[config.mk]
export PLATFORM = sky130hd
export DESIGN_NAME = control_sequencer_flat
export DESIGN_NICKNAME = d
export VERILOG_FILES = /design/src/rtl/control_sequencer_if.sv /design/src/rtl/control_sequencer.sv /design/src/flat_wrapper.sv
export SDC_FILE = /design/constraint.sdc
export NUM_CORES = 1
export LEC_CHECK = 0
export CAP_MARGIN = 20
export CORE_MARGIN = 10
export CORE_UTILIZATION = 32
export CTS_CLUSTER_DIAMETER = 80
export DETAILED_ROUTE_END_ITERATION = 12
export GPL_TIMING_DRIVEN = 1
export PLACE_DENSITY_LB_ADDON = 0.15
export REMOVE_ABC_BUFFERS = 1
export SYNTH_ARGS = -nofsm -noshare
export SYNTH_HDL_FRONTEND = slang
export SYNTH_SLANG_ARGS = --single-unit
export TNS_END_PERCENT = 5
[constraint.sdc]
create_clock -name clk -period 1.6 [get_ports clk]
set_clock_uncertainty 0.05 [all_clocks]
set_input_delay 0.16 -clock clk [delete_from_list [all_inputs] [get_ports clk]]
set_output_delay 0.16 -clock clk [all_outputs]
set_load 0.01 [all_outputs]
[src/rtl/control_sequencer_if.sv]
// Control sequencer <-> memory/datapath signal bundle.
//   start, mem_ready, ir : inputs to the sequencer
//   PCout..MDRout        : bus source selects
//   MARin..LOin          : register load enables
//   IncPC, Read          : PC increment via ALU, memory read request
//   Rin, Rout            : one-hot general register load / drive
//   alu_op, busy, done, illegal : operation code and status
interface control_sequencer_if #(
  parameter int unsigned DATA_W   = 32,
  parameter int unsigned NUM_REGS = 16,
  parameter int unsigned OPCODE_W = 5
);
  logic                start;
  logic                mem_ready;
  logic [DATA_W-1:0]   ir;
  logic                PCout, Zlowout, Zhighout, MDRout;
  logic                MARin, PCin, MDRin, IRin, Yin, Zin, HIin, LOin;
  logic                IncPC, Read;
  logic [NUM_REGS-1:0] Rin, Rout;
  logic [OPCODE_W-1:0] alu_op;
  logic                busy, done, illegal;

  modport master (
    input  start, mem_ready, ir,
    output PCout, Zlowout, Zhighout, MDRout,
    output MARin, PCin, MDRin, IRin, Yin, Zin, HIin, LOin,
    output IncPC, Read, Rin, Rout, alu_op, busy, done, illegal
  );

  modport slave (
    output start, mem_ready, ir,
    input  PCout, Zlowout, Zhighout, MDRout,
    input  MARin, PCin, MDRin, IRin, Yin, Zin, HIin, LOin,
    input  IncPC, Read, Rin, Rout, alu_op, busy, done, illegal
  );
endinterface

[src/rtl/control_sequencer.sv]
// Hardwired fetch/execute control unit for a 3-register ALU datapath.
// Ports:
//   clk  - rising-edge clock
//   clr  - asynchronous active-low reset (state IDLE, all strobes low)
//   bus  - control_sequencer_if.master: start/mem_ready/ir in, strobes out
// Outputs are Moore-decoded from the state register; instruction fields used
// after T3 come from a copy latched at T3 so later ir changes are ignored.
module control_sequencer #(
  parameter int unsigned DATA_W    = 32,
  parameter int unsigned NUM_REGS  = 16,
  parameter int unsigned REG_SEL_W = 4,
  parameter int unsigned OPCODE_W  = 5,
  parameter int unsigned FREE_RUN  = 0
) (
  input  logic                clk,
  input  logic                clr,
  control_sequencer_if.master bus
);

  localparam int unsigned RA_MSB = DATA_W - OPCODE_W - 1;
  localparam int unsigned RB_MSB = RA_MSB - REG_SEL_W;
  localparam int unsigned RC_MSB = RB_MSB - REG_SEL_W;
  localparam int unsigned RC_LSB = RC_MSB - REG_SEL_W + 1;

  typedef enum logic [3:0] {
    S_IDLE, S_T0, S_T1, S_TW, S_T2, S_T3, S_T4, S_T5, S_T6, S_TRAP, S_END
  } state_t;

  state_t state_q, state_d;

  logic [OPCODE_W-1:0]  op_c, op_q;
  logic [REG_SEL_W-1:0] ra_c, rb_c, rc_c, ra_q, rc_q;
  logic                 muldiv_c, muldiv_q, legal_c;
  logic                 unused_ir;

  function automatic logic reg_ok(input logic [REG_SEL_W-1:0] sel);
    return {1'b0, sel} < (REG_SEL_W+1)'(NUM_REGS);
  endfunction

  function automatic logic [NUM_REGS-1:0] onehot(input logic [REG_SEL_W-1:0] sel);
    return NUM_REGS'(1) << sel;
  endfunction

  // Instruction field extraction and legality check (used live only in T3)
  assign op_c      = bus.ir[DATA_W-1 -: OPCODE_W];
  assign ra_c      = bus.ir[RA_MSB -: REG_SEL_W];
  assign rb_c      = bus.ir[RB_MSB -: REG_SEL_W];
  assign rc_c      = bus.ir[RC_MSB -: REG_SEL_W];
  assign unused_ir = ^bus.ir[RC_LSB-1:0];
  assign muldiv_c  = (op_c == OPCODE_W'(15)) || (op_c == OPCODE_W'(16));
  // MUL/DIV write LO/HI, so ra is not a used field for them
  assign legal_c   = muldiv_c ? (reg_ok(rb_c) && reg_ok(rc_c))
                              : ((op_c >= OPCODE_W'(3)) && (op_c <= OPCODE_W'(10)) &&
                                 reg_ok(ra_c) && reg_ok(rb_c) && reg_ok(rc_c));

  // State register
  always_ff @(posedge clk or negedge clr) begin
    if (!clr) state_q <= S_IDLE;
    else      state_q <= state_d;
  end

  // Decode latched at T3 for the execute states
  always_ff @(posedge clk or negedge clr) begin
    if (!clr) begin
      op_q     <= '0;
      ra_q     <= '0;
      rc_q     <= '0;
      muldiv_q <= 1'b0;
    end else if (state_q == S_T3) begin
      op_q     <= op_c;
      ra_q     <= ra_c;
      rc_q     <= rc_c;
      muldiv_q <= muldiv_c;
    end
  end

  // Next-state and Moore output decode
  always_comb begin
    state_d      = state_q;
    bus.PCout    = 1'b0;
    bus.Zlowout  = 1'b0;
    bus.Zhighout = 1'b0;
    bus.MDRout   = 1'b0;
    bus.MARin    = 1'b0;
    bus.PCin     = 1'b0;
    bus.MDRin    = 1'b0;
    bus.IRin     = 1'b0;
    bus.Yin      = 1'b0;
    bus.Zin      = 1'b0;
    bus.HIin     = 1'b0;
    bus.LOin     = 1'b0;
    bus.IncPC    = 1'b0;
    bus.Read     = 1'b0;
    bus.Rin      = '0;
    bus.Rout     = '0;
    bus.alu_op   = '0;
    bus.busy     = (state_q != S_IDLE);
    bus.done     = 1'b0;
    bus.illegal  = 1'b0;
    case (state_q)
      S_IDLE: if (bus.start) state_d = S_T0;
      S_T0: begin
        bus.PCout = 1'b1;
        bus.MARin = 1'b1;
        bus.IncPC = 1'b1;
        bus.Zin   = 1'b1;
        state_d   = S_T1;
      end
      S_T1: begin
        bus.Zlowout = 1'b1;
        bus.PCin    = 1'b1;
        bus.Read    = 1'b1;
        bus.MDRin   = 1'b1;
        state_d     = bus.mem_ready ? S_T2 : S_TW;
      end
      // Wait state keeps the read open without reloading PC
      S_TW: begin
        bus.Read  = 1'b1;
        bus.MDRin = 1'b1;
        state_d   = bus.mem_ready ? S_T2 : S_TW;
      end
      S_T2: begin
        bus.MDRout = 1'b1;
        bus.IRin   = 1'b1;
        state_d    = S_T3;
      end
      S_T3: begin
        bus.Rout = onehot(rb_c);
        bus.Yin  = 1'b1;
        state_d  = legal_c ? S_T4 : S_TRAP;
      end
      S_T4: begin
        bus.Rout   = onehot(rc_q);
        bus.Zin    = 1'b1;
        bus.alu_op = op_q;
        state_d    = S_T5;
      end
      S_T5: begin
        bus.Zlowout = 1'b1;
        if (muldiv_q) begin
          bus.LOin = 1'b1;
          state_d  = S_T6;
        end else begin
          bus.Rin  = onehot(ra_q);
          bus.done = 1'b1;
          state_d  = S_END;
        end
      end
      S_T6: begin
        bus.Zhighout = 1'b1;
        bus.HIin     = 1'b1;
        bus.done     = 1'b1;
        state_d      = S_END;
      end
      S_TRAP: begin
        bus.illegal = 1'b1;
        state_d     = S_END;
      end
      S_END:   state_d = (FREE_RUN != 0) ? S_T0 : S_IDLE;
      default: state_d = S_IDLE;
    endcase
  end

endmodule
[src/flat_wrapper.sv]
// flat-port wrapper written by rule: the top's interface ports become plain ports
module control_sequencer_flat 
#(
  parameter int unsigned DATA_W    = 32,
  parameter int unsigned NUM_REGS  = 16,
  parameter int unsigned REG_SEL_W = 4,
  parameter int unsigned OPCODE_W  = 5,
  parameter int unsigned FREE_RUN  = 0
)
  (clk, clr, bus_start, bus_mem_ready, bus_ir, bus_PCout, bus_Zlowout, bus_Zhighout, bus_MDRout, bus_MARin, bus_PCin, bus_MDRin, bus_IRin, bus_Yin, bus_Zin, bus_HIin, bus_LOin, bus_IncPC, bus_Read, bus_Rin, bus_Rout, bus_alu_op, bus_busy, bus_done, bus_illegal);
  control_sequencer_if #(.DATA_W(DATA_W), .NUM_REGS(NUM_REGS), .OPCODE_W(OPCODE_W)) bus_i ();
  input  logic clk;
  input  logic clr;
  input wire logic [$bits(bus_i.start)-1:0] bus_start;
  input wire logic [$bits(bus_i.mem_ready)-1:0] bus_mem_ready;
  input wire logic [$bits(bus_i.ir)-1:0] bus_ir;
  output wire logic [$bits(bus_i.PCout)-1:0] bus_PCout;
  output wire logic [$bits(bus_i.Zlowout)-1:0] bus_Zlowout;
  output wire logic [$bits(bus_i.Zhighout)-1:0] bus_Zhighout;
  output wire logic [$bits(bus_i.MDRout)-1:0] bus_MDRout;
  output wire logic [$bits(bus_i.MARin)-1:0] bus_MARin;
  output wire logic [$bits(bus_i.PCin)-1:0] bus_PCin;
  output wire logic [$bits(bus_i.MDRin)-1:0] bus_MDRin;
  output wire logic [$bits(bus_i.IRin)-1:0] bus_IRin;
  output wire logic [$bits(bus_i.Yin)-1:0] bus_Yin;
  output wire logic [$bits(bus_i.Zin)-1:0] bus_Zin;
  output wire logic [$bits(bus_i.HIin)-1:0] bus_HIin;
  output wire logic [$bits(bus_i.LOin)-1:0] bus_LOin;
  output wire logic [$bits(bus_i.IncPC)-1:0] bus_IncPC;
  output wire logic [$bits(bus_i.Read)-1:0] bus_Read;
  output wire logic [$bits(bus_i.Rin)-1:0] bus_Rin;
  output wire logic [$bits(bus_i.Rout)-1:0] bus_Rout;
  output wire logic [$bits(bus_i.alu_op)-1:0] bus_alu_op;
  output wire logic [$bits(bus_i.busy)-1:0] bus_busy;
  output wire logic [$bits(bus_i.done)-1:0] bus_done;
  output wire logic [$bits(bus_i.illegal)-1:0] bus_illegal;
  assign bus_i.start = bus_start;
  assign bus_i.mem_ready = bus_mem_ready;
  assign bus_i.ir = bus_ir;
  assign bus_PCout = bus_i.PCout;
  assign bus_Zlowout = bus_i.Zlowout;
  assign bus_Zhighout = bus_i.Zhighout;
  assign bus_MDRout = bus_i.MDRout;
  assign bus_MARin = bus_i.MARin;
  assign bus_PCin = bus_i.PCin;
  assign bus_MDRin = bus_i.MDRin;
  assign bus_IRin = bus_i.IRin;
  assign bus_Yin = bus_i.Yin;
  assign bus_Zin = bus_i.Zin;
  assign bus_HIin = bus_i.HIin;
  assign bus_LOin = bus_i.LOin;
  assign bus_IncPC = bus_i.IncPC;
  assign bus_Read = bus_i.Read;
  assign bus_Rin = bus_i.Rin;
  assign bus_Rout = bus_i.Rout;
  assign bus_alu_op = bus_i.alu_op;
  assign bus_busy = bus_i.busy;
  assign bus_done = bus_i.done;
  assign bus_illegal = bus_i.illegal;
  control_sequencer #(.DATA_W(DATA_W), .NUM_REGS(NUM_REGS), .REG_SEL_W(REG_SEL_W), .OPCODE_W(OPCODE_W), .FREE_RUN(FREE_RUN)) u_core (.clk(clk), .clr(clr), .bus(bus_i));
endmodule
==> results.json, run 1 <==
{
  "drtIter0Drc": 46,
  "tightest_slew_ns": 0.465,
  "synth_edf_count": 0,
  "grt_pass1_vias": 1534,
  "max_freq_mhz": 491,
  "numClockSinks": 18,
  "grt_max_degree": 19,
  "whs_ns": 0.198,
  "hold_class": "in2async",
  "critical_path_class": "reg2out",
  "netSwitchingPower_uw": 1310,
  "cp-start-kind": "register",
  "antenna_found_initial": 0,
  "core_um2": 4030,
  "die_h_um": 84.8,
  "drc_errors": 0,
  "hold_viol": 0,
  "fin_tns_setup_ns": -17.51,
  "cap_violations": 0,
  "synthArstFlopShare_pct": 100,
  "critPathBufInv": 3,
  "die_w_um": 84.8,
  "worst_skew_pair.late_latency_ns": 0.25,
  "initial_core_util_pct": 33.3,
  "path_clk_slew_ns": 0.06,
  "worstReg2RegStart": "u_core.state_q[3]$_DFFE_PN0P_",
  "reg2reg_to": "u_core.ra_q[0]$_DFFE_PN0P_",
  "grt-ovfl-total": 0,
  "cts-buffers-inserted": 3,
  "violations": "setup timing",
  "dp_hpwl_mm": 3.61,
  "rr_worst_depth": 7,
  "grt_first_pass_wirelength_mm": 7.53,
  "rows": 23,
  "nNetsFinal": 296,
  "swShare_pct": 39.9,
  "setup_viol": 65,
  "grt_usage_pct": 12.2,
  "netlist_instances": 163,
  "antennaDiodeCount": 0,
  "cp_top_family": "simple AND/OR/NAND/NOR gates",
  "relSlewSlack_pct": 69.0,
  "htreeDepth": 1,
  "critPathRequiredTime_ns": 1.39,
  "io_buffers": 74,
  "gp_congestion": 0.790,
  "p_int_uw": 1970,
  "die-area_um2": 7190,
  "slew_violations": 0,
  "period_needed_ns": 2.04,
  "seqPwrFrac_pct": 25.4,
  "wl_per_cell_um": 15.3,
  "path_cells": "and4bb_4 -> buf_12 -> mux2i_4 -> buf_6 -> nand2b_4 -> nor2_1 -> buf_2",
  "ys_warn_count": 0,
  "synth_cell_types": 38,
  "syn-cell-area_um2": 1340,
  "synth_top_area_share_pct": 33.6,
  "synth_area_leaders": "dfrtp_1 (34%), mux2_2 (12%), nor2_1 (9.5%)",
  "postSynthAreaPerCell_um2": 8.24,
  "cp_data_arrival_time_ns": 1.83,
  "dr_total_vias": 1494,
  "cp_max_fo": 4,
  "syn_to_final_growth_pct": 76.1,
  "instances_no_fill": 308,
  "power_density_nw_per_um2": 1380,
  "end_kind": "primary output",
  "ys_seq_elements": 18,
  "cts-hold-fix-buffers": 0,
  "peakVddDrop_v": 0.000833,
  "utilization_pct": 58.7,
  "fin_ws_ns": -0.439,
  "slowest_stage": "dfrtp_1",
  "wl_mm": 4.71,
  "p_comb_share_pct": 65.2,
  "ys.flop_type": "dfrtp_1",
  "r2r_slack_ns": -0.26,
  "drt-vias-per-instance": 4.85,
  "cp.depth": 7,
  "drive_gt1_share_pct": 48.8,
  "synth.largest_area_cell": "dfrtp_1",
  "placedCellCount": 300,
  "dr.pass1.iters": 4,
  "clk_path_buf_depth": 2,
  "ant_nets": 0,
  "max_stage_delay_ns": 0.38,
  "clkPwrFrac_pct": 9.4,
  "cts-root-buf": "clkbuf_8",
  "cts_tree": "done",
  "p_leak_uw": 0.00107,
  "period_share_pct": 127,
  "outcome": "finished, violations left",
  "ys_seq_area_share_pct": 33.6,
  "boundaryPins": 90,
  "rsz0062_at_grt": "true"
}
==> power groups by stage <==
stage	logic, uW	registers [uW]	clock network (uW)
2_1_floorplan	872	923	0
3_3_place_gp	2010	796	0
3_5_place_dp	2020	805	0
4_1_cts	2090	823	312
5_1_grt	2320	863	329
6_report	2140	833	306
==> worst register-to-register path: stages, from the launching register on <==
cell      delay, ns
dfrtp_1        0.38
buf_4          0.14
buf_4          0.16
nand2b_1       0.17
buf_4          0.15
nor2_4         0.19
buf_6          0.17
mux2_2         0.34
==> final cells by class <==
type                            instances  area [um2]
Fill cell                             368        1660
Timing Repair Buffer                  107         860
Multi-Input combinational cell        127         940
Sequential cell                        18         450
Clock buffer                            3        41.3
Inverter                                3        11.3
Tap cell                               50        62.6
==> cells in the final DEF, fill, tap and decap left out, types with 7 or more instances in the layout <==
cell type         n
buf_2            33
buf_4            27
clkdlybuf4s15_2  14
clkdlybuf4s50_1  20
dfrtp_1          18
mux2_2           13
nor2_1           29
nor3_1            7
==> per-layer routing <==
layer	wire (um)	GRT usage, %
met5	0	0
met4	59	3.29
met3	299	3.96
met2	2250	20.7
met1	2110	14.3
==> metrics by stage <==
stage	worst slack [ns]	power [uW]	cell area (um2)
after global routing	-0.510	3520	2360
after CTS	-0.399	3230	2330
after global placement	-0.558	2810	2270
final	-0.439	3280	2360
after detailed placement	-0.633	2830	2270
after floorplan	-0.332	1800	1260
==> logic make-up after synthesis <==
family	after synthesis	share of synthesized area, %
AOI/OAI and AO/OA	13	6.80
xor gates and xnor gates	1	0.652
buffers and inverters	18	7.27
DFF	18	33.6
muxes	17	14.0
and+or+nand+nor	96	37.7
==> registers in the layout, summed over array words and instances (netlist names) <==
name	flops
u_core.ra_q	4
u_core.muldiv_q	1
u_core.op_q	5
u_core.state_q	4
u_core.rc_q	4
==> Yosys cell counts (3+ instances only) <==
cell	count
nand3b_1	5
and2_1	6
dfrtp_1	18
nor4_1	3
buf_4	6
nor2_1	34
nor3_1	9
nand2_1	10
mux2_2	14
clkbuf_1	7
o22ai_1	3
a31oi_1	3
nand3_1	3
nand2b_1	9
mux2i_1	3
inv_1	3
==> how the worst max path moves through the flow <==
stage | slack [ns] | start | endpoint
global placement | -0.56 | u_core.state_q[3]$_DFFE_PN0P_ | bus_Rout[1]
floorplan | -0.33 | u_core.state_q[1]$_DFFE_PN0P_ | bus_Zin
CTS | -0.40 | u_core.state_q[0]$_DFFE_PN0P_ | bus_Rout[4]
detailed placement | -0.63 | u_core.state_q[3]$_DFFE_PN0P_ | bus_Rout[13]
finish | -0.44 | u_core.state_q[3]$_DFFE_PN0P_ | bus_Rout[11]
global route | -0.51 | u_core.state_q[3]$_DFFE_PN0P_ | bus_Rout[2]
==> what timing repair did <==
| action | 4_1_cts | 5_1_grt |
|---|---|---|
| pin swaps | 14 | 4 |
| gates resized for setup | 213 | 8 |
| buffers inserted | 4 | 1 |
| hold endpoints to repair | 0 | 0 |
| setup endpoints to repair | 67 | 69 |
(Power assumes the default switching activity.)
==> run 2, diff against run 1 <==
--- a/config.mk
+++ b/config.mk
@@ -5,6 +5,7 @@
 export SDC_FILE = /design/constraint.sdc
 export NUM_CORES = 1
 export LEC_CHECK = 0
+export ABC_AREA = 1
 export CAP_MARGIN = 20
 export CORE_MARGIN = 10
 export CORE_UTILIZATION = 32
==> run 2 against run 1 <==
The run still ends with setup timing left. Routed wire length decreased by 2.0%. Clock power up 21%. Combinational power is 7% lower. Largest cell class is now buffers.
==> results.json, run 2 <==
{
  "outcome": "finished, violations left",
  "violations": "setup timing",
  "antennaDiodeCount": 0,
  "synth_simple_gate_area_share_pct": 43.8,
  "period_share_pct": 120,
  "power_uw": 3170,
  "grt_pass1_vias": 1672,
  "peakVddDrop_v": 0.000652,
  "met3_length_um": 396,
  "synth_area_leaders": "dfrtp_1 (35%), nor2_1 (15%), nand2_1 (13%)",
  "numClockSinks": 18,
  "cap_violations": 0,
  "period_needed_ns": 1.92,
  "ys_warn_count": 0,
  "initial_core_util_pct": 32.7,
  "rr_worst_depth": 8,
  "grt-ovfl-total": 0,
  "synthArstFlopShare_pct": 100,
  "ys_seq_elements": 18,
  "hold_class": "in2async",
  "endpoint": "bus_Rin[15]",
  "drive_gt1_share_pct": 48.6,
  "reg2reg_to": "u_core.state_q[0]$_DFFE_PN0P_",
  "path_clk_slew_ns": 0.07,
  "nNetsFinal": 356,
  "clk_path_buf_depth": 2,
  "die-area_um2": 7010,
  "wl_per_cell_um": 12.5,
  "largest-register": "u_core.op_q",
  "slew_violations": 0,
  "synthTopCellsByCount": "nor2_1 (52), nand2_1 (45), nand3_1 (27), inv_1 (26), dfrtp_1 (18)",
  "syn-cell-area_um2": 1300,
  "netlist_instances": 205,
  "worst_skew_pair.late_latency_ns": 0.25,
  "cp_data_arrival_time_ns": 1.71,
  "utilization_pct": 60.6,
  "rsz0062_at_grt": "true",
  "cp-start-kind": "register",
  "htreeDepth": 1,
  "largest_reg_flops": 5,
  "end_kind": "primary output",
  "rows": 23,
  "drtIter0Drc": 66,
  "drt-vias-per-instance": 4.46,
  "fin_ws_ns": -0.317,
  "synth.largest_area_cell": "dfrtp_1",
  "worstReg2RegStart": "u_core.state_q[3]$_DFFE_PN0P_",
  "final_common_cell": "buf_2",
  "grt_usage_pct": 12.6,
  "fillers": 403,
  "power_density_nw_per_um2": 1320,
  "ys_seq_area_share_pct": 34.7,
  "cp_max_fo": 4,
  "synth_edf_count": 0,
  "relSlewSlack_pct": 81.1,
  "tightest_slew_ns": 0.282,
  "synth_compound_area_share_pct": 8.38,
  "boundaryPins": 90,
  "synth_mux_area_share_pct": 0,
  "multiInputGateArea_um2": 826,
  "whs_ns": 0.181,
  "synth_top_area_share_pct": 34.7,
  "wl_mm": 4.62,
  "syn_to_final_growth_pct": 85.4,
  "cts-root-buf": "clkbuf_8",
  "hold_viol": 0,
  "antenna_found_initial": 0,
  "synth_fa_ha_area_share_pct": 0,
  "critPathRequiredTime_ns": 1.39,
  "grt_max_degree": 26,
  "wl_met2_mm": 2.11,
  "cp-startpoint": "u_core.state_q[3]$_DFFE_PN0P_",
  "wl_met1_mm": 2.10,
  "grt_first_pass_wirelength_mm": 7.82,
  "die_w_um": 83.7,
  "fin_area_um2": 2410,
  "cts-buffers-inserted": 3,
  "core_um2": 3970,
  "r2r_slack_ns": 0.12,
  "ant_nets": 0,
  "dpl_cell_area_um2": 2250,
  "critical_path_class": "reg2out",
  "max_freq_mhz": 522,
  "synth.most_common_cell": "nor2_1",
  "setup_viol": 43,
  "top_layer_used": "met4",
  "io_buffers": 74,
  "dr.pass1.iters": 4,
  "gp_congestion": 0.847,
  "dr_total_vias": 1647,
  "postSynthAreaPerCell_um2": 6.34,
  "cts_tree": "done",
  "synth_cell_types": 20,
  "cts-hold-fix-buffers": 0,
  "dp_hpwl_mm": 3.46,
  "ys.flop_type": "dfrtp_1",
  "seq_area_um2": 452,
  "synth_top_family_by_area": "simple AND/OR/NAND/NOR gates",
  "drc_errors": 0,
  "final_cell_mix": "buf_2 (45), nand2_1 (37), buf_4 (32)",
  "synth-xor-area-share_pct": 0,
  "p_leak_uw": 0.00129,
  "die_h_um": 83.7
}
-- run 2: stage by stage --
| step | worst slack, ns | std cells | TNS, ns |
|---|---|---|---|
| final | -0.317 | 369 | -9.26 |
| after global routing | -0.402 | 369 | -13.55 |
| after CTS | -0.309 | 366 | -7.95 |
| after detailed placement | -0.399 | 349 | -14.00 |
| after global placement | -0.371 | 349 | -12.89 |
| after floorplan | -0.188 | 196 | -2.96 |
-- run 2: layer usage --
layer | up-vias | track usage (%)
met5 | - | 0
met4 | 0 | 1.37
met3 | 2 | 3.91
met2 | 61 | 20.3
met1 | 728 | 16.5
li1 | 856 | -
-- run 2: report_power, final --
group          switching, uW  leakage, uW  internal [uW]
Sequential               146     0.000220            677
Clock                    153    0.0000288            218
Combinational           1080      0.00104            897
Total                   1380      0.00129           1790
-- run 2: layout make-up --
type | instances | share of cell area (%)
tap | 50 | 2.60
multi-input combinational | 150 | 34.3
inverter | 28 | 4.37
sequential | 18 | 18.8
clock buffer | 4 | 2.29
timing repair buffer | 119 | 37.7
-- run 2: cells by family after synthesis --
kind of cell	after synthesis
and+or+nand+nor	133
buffers and inverters	37
DFF	18
AOI/OAI and AO/OA	17
-- run 2: worst min path at each step --
stage,end,cells after the start,start
2_1_floorplan,u_core.muldiv_q$_DFFE_PN0P_,0,clr
3_3_place_gp,u_core.rc_q[0]$_DFFE_PN0P_,2,u_core.rc_q[0]$_DFFE_PN0P_
3_5_place_dp,u_core.rc_q[0]$_DFFE_PN0P_,2,u_core.rc_q[0]$_DFFE_PN0P_
4_1_cts,u_core.op_q[4]$_DFFE_PN0P_,2,clr
5_1_grt,u_core.ra_q[0]$_DFFE_PN0P_,2,clr
6_report,u_core.op_q[4]$_DFFE_PN0P_,2,clr
-- run 2: critical path: stages (launching register included) --
cell and delay (ns):
dfrtp_1 0.43, nor2_4 0.21, nand3_2 0.13, nor2_4 0.18, nand2_4 0.09, buf_6 0.13
buf_6 0.10, nor2_2 0.06, buf_2 0.13
-- run 2: repair_timing --
action,CTS,global route
buffers inserted,13,3
pin swaps,11,12
gates resized for setup,232,52
setup endpoints to repair,54,55
